## src/rtl/sap_pkg.sv

```systemverilog
// Shared definitions for the SAP-style computer: control-word bit positions,
// opcode values and a small bus-driver helper used by datapath and sequencer.
package sap_pkg;

  localparam int HLT_B = 15;
  localparam int MI_B  = 14;
  localparam int RI_B  = 13;
  localparam int RO_B  = 12;
  localparam int IO_B  = 11;
  localparam int II_B  = 10;
  localparam int AI_B  = 9;
  localparam int AO_B  = 8;
  localparam int EO_B  = 7;
  localparam int SU_B  = 6;
  localparam int BI_B  = 5;
  localparam int OI_B  = 4;
  localparam int CE_B  = 3;
  localparam int CO_B  = 2;
  localparam int J_B   = 1;
  localparam int FI_B  = 0;

  typedef enum logic [3:0] {
    OP_NOP = 4'd0,
    OP_LDA = 4'd1,
    OP_ADD = 4'd2,
    OP_SUB = 4'd3,
    OP_STA = 4'd4,
    OP_LDI = 4'd5,
    OP_JMP = 4'd6,
    OP_JC  = 4'd7,
    OP_JZ  = 4'd8,
    OP_OUT = 4'd14,
    OP_HLT = 4'd15
  } opcode_e;

  // True when two or more of the five bus-driver enables are set.
  function automatic logic multi_driver(input logic [4:0] drv);
    return ((drv & (drv - 5'd1)) != 5'd0);
  endfunction

endpackage

```

## src/rtl/sap_alu.sv

```systemverilog
// Combinational 9-bit add/subtract unit; subtract is A + ~B + 1 so the carry
// out reads as "no borrow".
module sap_alu #(
  parameter int DATA_W = 8
) (
  input  logic [DATA_W-1:0] a,
  input  logic [DATA_W-1:0] b,
  input  logic              su,
  output logic [DATA_W-1:0] result,
  output logic              carry,
  output logic              zero
);

  logic [DATA_W:0]   w_sum;
  logic [DATA_W-1:0] w_b_op;

  always_comb begin
    w_b_op = su ? ~b : b;
    w_sum  = {1'b0, a} + {1'b0, w_b_op} + {{DATA_W{1'b0}}, su};
  end

  assign result = w_sum[DATA_W-1:0];
  assign carry  = w_sum[DATA_W];
  assign zero   = (w_sum[DATA_W-1:0] == {DATA_W{1'b0}});

endmodule

```

## src/rtl/sap_datapath.sv

```systemverilog
// SAP execution datapath: decodes one control word per cycle onto the shared
// bus, registers, RAM, ALU, program counter and flags.
module sap_datapath
  import sap_pkg::*;
#(
  parameter int DATA_W = 8,
  parameter int ADDR_W = 4
) (
  input  logic              clk,
  input  logic              rst,
  input  logic [15:0]       ctrl_word,
  input  logic              prog_we,
  input  logic [ADDR_W-1:0] prog_addr,
  input  logic [DATA_W-1:0] prog_data,
  output logic [3:0]        instruction,
  output logic              carry_flag,
  output logic              zero_flag,
  output logic [DATA_W-1:0] out_data,
  output logic              halted,
  output logic              bus_conflict,
  output logic [ADDR_W-1:0] pc,
  output logic [DATA_W-1:0] bus
);

  logic [DATA_W-1:0] r_a, r_b, r_ir, r_out;
  logic [ADDR_W-1:0] r_mar, r_pc;
  logic              r_carry, r_zero, r_halted, r_conflict;
  logic [DATA_W-1:0] r_ram [2**ADDR_W];

  logic [15:0]       w_cw;
  logic [DATA_W-1:0] w_bus, w_alu;
  logic [4:0]        w_drv;
  logic              w_alu_c, w_alu_z;

  // A halted machine sees an all-zero control word.
  assign w_cw  = r_halted ? 16'h0000 : ctrl_word;
  assign w_drv = {w_cw[RO_B], w_cw[IO_B], w_cw[AO_B], w_cw[EO_B], w_cw[CO_B]};

  sap_alu #(.DATA_W(DATA_W)) u_alu (
    .a      (r_a),
    .b      (r_b),
    .su     (w_cw[SU_B]),
    .result (w_alu),
    .carry  (w_alu_c),
    .zero   (w_alu_z)
  );

  // Priority bus mux: RO > IO > AO > EO > CO, idle bus reads zero.
  always_comb begin
    w_bus = {DATA_W{1'b0}};
    if (w_cw[RO_B])      w_bus = r_ram[r_mar];
    else if (w_cw[IO_B]) w_bus = {{(DATA_W-4){1'b0}}, r_ir[3:0]};
    else if (w_cw[AO_B]) w_bus = r_a;
    else if (w_cw[EO_B]) w_bus = w_alu;
    else if (w_cw[CO_B]) w_bus = {{(DATA_W-ADDR_W){1'b0}}, r_pc};
    else                 w_bus = {DATA_W{1'b0}};
  end

  always_ff @(posedge clk or posedge rst) begin
    if (rst) begin
      r_a        <= {DATA_W{1'b0}};
      r_b        <= {DATA_W{1'b0}};
      r_ir       <= {DATA_W{1'b0}};
      r_out      <= {DATA_W{1'b0}};
      r_mar      <= {ADDR_W{1'b0}};
      r_pc       <= {ADDR_W{1'b0}};
      r_carry    <= 1'b0;
      r_zero     <= 1'b0;
      r_halted   <= 1'b0;
      r_conflict <= 1'b0;
    end else begin
      if (w_cw[MI_B]) r_mar <= w_bus[ADDR_W-1:0];
      if (w_cw[II_B]) r_ir  <= w_bus;
      if (w_cw[AI_B]) r_a   <= w_bus;
      if (w_cw[BI_B]) r_b   <= w_bus;
      if (w_cw[OI_B]) r_out <= w_bus;
      if (w_cw[FI_B]) begin
        r_carry <= w_alu_c;
        r_zero  <= w_alu_z;
      end
      if (w_cw[J_B])       r_pc <= w_bus[ADDR_W-1:0];
      else if (w_cw[CE_B]) r_pc <= r_pc + {{(ADDR_W-1){1'b0}}, 1'b1};
      if (w_cw[HLT_B])         r_halted   <= 1'b1;
      if (multi_driver(w_drv)) r_conflict <= 1'b1;
    end
  end

  // RAM is not reset; programming port overrides an RI store in the same cycle.
  always_ff @(posedge clk) begin
    if (prog_we)                 r_ram[prog_addr] <= prog_data;
    else if (w_cw[RI_B] && !rst) r_ram[r_mar]     <= w_bus;
  end

  assign instruction  = r_ir[DATA_W-1 -: 4];
  assign carry_flag   = r_carry;
  assign zero_flag    = r_zero;
  assign out_data     = r_out;
  assign halted       = r_halted;
  assign bus_conflict = r_conflict;
  assign pc           = r_pc;
  assign bus          = w_bus;

endmodule

```

## config.mk

```make
export PLATFORM = sky130hd
export DESIGN_NAME = sap_datapath
export DESIGN_NICKNAME = d
export VERILOG_FILES = /design/src/rtl/sap_pkg.sv /design/src/rtl/sap_alu.sv /design/src/rtl/sap_datapath.sv
export SDC_FILE = /design/constraint.sdc
export NUM_CORES = 1
export LEC_CHECK = 0
export CORE_MARGIN = 2
export CORE_UTILIZATION = 40
export CTS_BUF_LIST = sky130_fd_sc_hd__clkbuf_8 sky130_fd_sc_hd__clkbuf_16
export CTS_CLUSTER_SIZE = 28
export DETAILED_ROUTE_END_ITERATION = 6
export GPL_TIMING_DRIVEN = 0
export HOLD_SLACK_MARGIN = 0.02
export PLACE_DENSITY = 0.61
export SLEW_MARGIN = 20
export SYNTH_ARGS = -nofsm -noshare
export SYNTH_HDL_FRONTEND = slang
export SYNTH_SLANG_ARGS = --single-unit
```

## constraint.sdc

```tcl
create_clock -name clk -period 4.8 [get_ports clk]
set_input_delay 1.2 -clock clk [delete_from_list [all_inputs] [get_ports clk]]
set_output_delay 1.2 -clock clk [all_outputs]
set_load 0.01 [all_outputs]
```

==> flow_metrics.tcl <==
set metrics [dict create \
    required_ns 3.60 \
    firstDrtPassIters 5 \
    cts.htree.levels 4 \
    max_stage_delay_ns 0.38 \
    multiInputGateArea_um2 3010 \
    start_util 0.408 \
    ir_drop_mv 0.315 \
    crit_family "simple AND/OR/NAND/NOR gates" \
    dieArea_um2 21100 \
    grt_pass1_wl_um 33300 \
    avgSynthCellArea_um2 13.3 \
    syn_area_um2 7970 \
    ys_seq_area_frac 0.621 \
    p_per_area_nw_per_um2 360 \
    p_sw_frac 0.258 \
    grt_overflow_total 0 \
    p_leak_nw 3.44 \
    max_clock_freq_mhz 212 \
    p_int_mw 2.63 \
    grt_max_degree 27 \
    hold_ws_ns 0.470 \
    worst-path-buf-inv 3 \
    nFillCells 1692 \
    gp_congestion 0.869 \
    grt_usage 0.211 \
    cts_tree "yes" \
    slew_headroom 0.216 \
    combPwrFrac 0.117 \
    post-route-period-util 0.981 \
    antenna_found_initial 0 \
    drc 0 \
    async_reset_ff_frac 0.256 \
    die_y_um 145 \
    synth_seq_cells 172 \
    clk_pin_slew_ns 0.07 \
    cts_buffers 17 \
    cp-start-kind "primary input" \
    p_seq_frac 0.473 \
    design.portCount 59 \
    first_global_vias 5570 \
    postRouteAntennaNets 0 \
    drt-vias-per-instance 5.74 \
    drt_iter0_markers 648 \
    power.total_mw 3.55 \
    avgRoutedWirePerCell_um 22.7 \
    rows 51 \
    layout.nets 730 \
    clock-sinks 172 \
    final_max_slew_viol_count 0 \
    final_common_cell "edfxtp_1" \
    cts-root-buf "clkbuf_16" \
    hp-class "flip-flop to flip-flop" \
    cts_hold_buf 0 \
    yosys-top-cells-area "edfxtp_1, dfrtp_1, mux4_2, nand2_1, nor2_1" \
    crit_path_max_fanout 3 \
    clock_power_share 0.410 \
    seqCellArea_um2 4940 \
    synth_edf_count 128 \
    status "completed" \
    setup_violations 0 \
    arrival_ns 3.51 \
    diodes 0 \
    core-area_um2 19500 \
    synth_flop_cell "edfxtp_1" \
    synth_cells 597 \
    worst_pin_slew_ns 1.17 \
    period_needed_ns 4.71 \
    post-synth-top-area-cell "edfxtp_1" \
    syn2layout_area_growth_pct 23.8 \
    io_buffers 56 \
    crit_chain "clkdlybuf4s15_2, or3b_4, and2_4, fa_2, buf_4, xnor2_4, a211oi_1, o31ai_2, mux2i_4, nor2_1, clkbuf_2" \
    clock_latency_ns 0.43 \
    synth_cell_types 62 \
    num_vias 5548 \
    final_cell_mix "edfxtp_1, nand2_1, clkdlybuf4s50_1" \
    critPathKind "primary input to output pin" \
    p_sw_uw 914 \
    drt-total-wl_um 22000 \
    cts_buffer_depth 2 \
    slowest_stage "or3b_4" \
    maxCapViolations 0 \
    endpoint_kind "output pin" \
    synth_nets 639 \
    reg2reg_slack_ns 1.03 \
    fin_skew_ns 0.00913 \
    yosysTopAreaCellShare 0.482 \
    ys_warn_count 0 \
    hold_violations 0 \
    die_x_um 145 \
    drive_gt1_frac 0.207 \
    hpwl_um 14500 \
]
-- kinds of logic after synthesis --
family | count (synthesis) | share of synthesized area
XOR/XNOR | 11 | 0.0121
adder cells (fa/ha/maj) | 12 | 0.0195
buffers and inverters | 48 | 0.0322
flip-flops | 172 | 0.621
multiplexers | 42 | 0.0936
AO/OA/AOI/OAI | 119 | 0.103
AND/OR/NAND/NOR | 193 | 0.119
-- timing repair --
action                                  in CTS  in global routing
endpoints found under the setup margin      56                  8
setup buffers                               11                  4
resized for setup                           39                 23
pin swaps                                   13                  9
-- synthesized netlist by cell type, types with 10 or more instances --
cell type,n
edfxtp_1,128
nor2_1,47
nor2b_1,23
inv_1,13
nand2_1,66
o31ai_1,16
dfrtp_1,44
ha_1,10
mux2i_1,13
o21ai_0,25
mux4_2,22
clkbuf_1,17
nand3_1,15
a21oi_1,13
a31oi_1,23
-- sequential cells by signal, indices dropped and copies added, names as in the netlist --
signal / flops
out_data: 8
r_ir: 8
carry_flag: 1
r_b: 8
r_ram: 128
zero_flag: 1
pc: 4
halted: 1
r_a: 8
bus_conflict: 1
r_mar: 4
-- through the flow --
step                      cell area, um2  setup WS [ns]  TNS [ns]  std cells  utilization
final                               9870         0.0911         0        966        0.505
after global routing                9870        -0.0171   -0.0257        966        0.505
after CTS                           9740        -0.0145   -0.0145        962        0.499
after detailed placement            8910          -1.17    -24.39        922        0.456
after global placement              8860          -1.10    -53.69        918        0.454
after floorplan                     7970          0.448         0        597            -
-- area by class of cell --
class / count / share of cell area
sequential: 172 / 0.501
clock buffer: 17 / 0.0431
clock inverter: 15 / 0.0198
multi-input combinational: 377 / 0.306
inverter: 14 / 0.00571
tap: 265 / 0.0336
timing repair buffer: 75 / 0.0708
buffer: 31 / 0.0203
-- power by group through the flow --
stage | sequential [mW] | clock, mW | combinational, mW
6_report | 1.68 | 1.45 | 0.417
5_1_grt | 1.68 | 1.54 | 0.450
4_1_cts | 1.68 | 1.47 | 0.395
3_5_place_dp | 1.71 | 0 | 0.372
3_3_place_gp | 1.71 | 0 | 0.360
2_1_floorplan | 1.70 | 0 | 0.232
-- worst paths after layout --
check                                         start                        to  cells after the start
max                                    ctrl_word[6]                    bus[2]                     11
max reg2reg                      halted$_DFFE_PP0P_     r_ram[4][2]$_DFFE_PP_                     13
min in group asynchronous                       rst      r_mar[3]$_DFFE_PP0P_                      2
min                        bus_conflict$_DFFE_PP0P_  bus_conflict$_DFFE_PP0P_                      1
max in group asynchronous                       rst        r_b[0]$_DFFE_PP0P_                      3
min reg2reg                bus_conflict$_DFFE_PP0P_  bus_conflict$_DFFE_PP0P_                      1
-- metal layers --
layer | part of all wire | up-vias | GRT usage
li1 | - | 2475 | -
met5 | 0 | - | 0
met2 | 0.49 | 263 | 0.345
met4 | 0.023 | 0 | 0.0662
met3 | 0.070 | 43 | 0.0516
met1 | 0.42 | 2767 | 0.278
(Power assumes the default switching activity.)
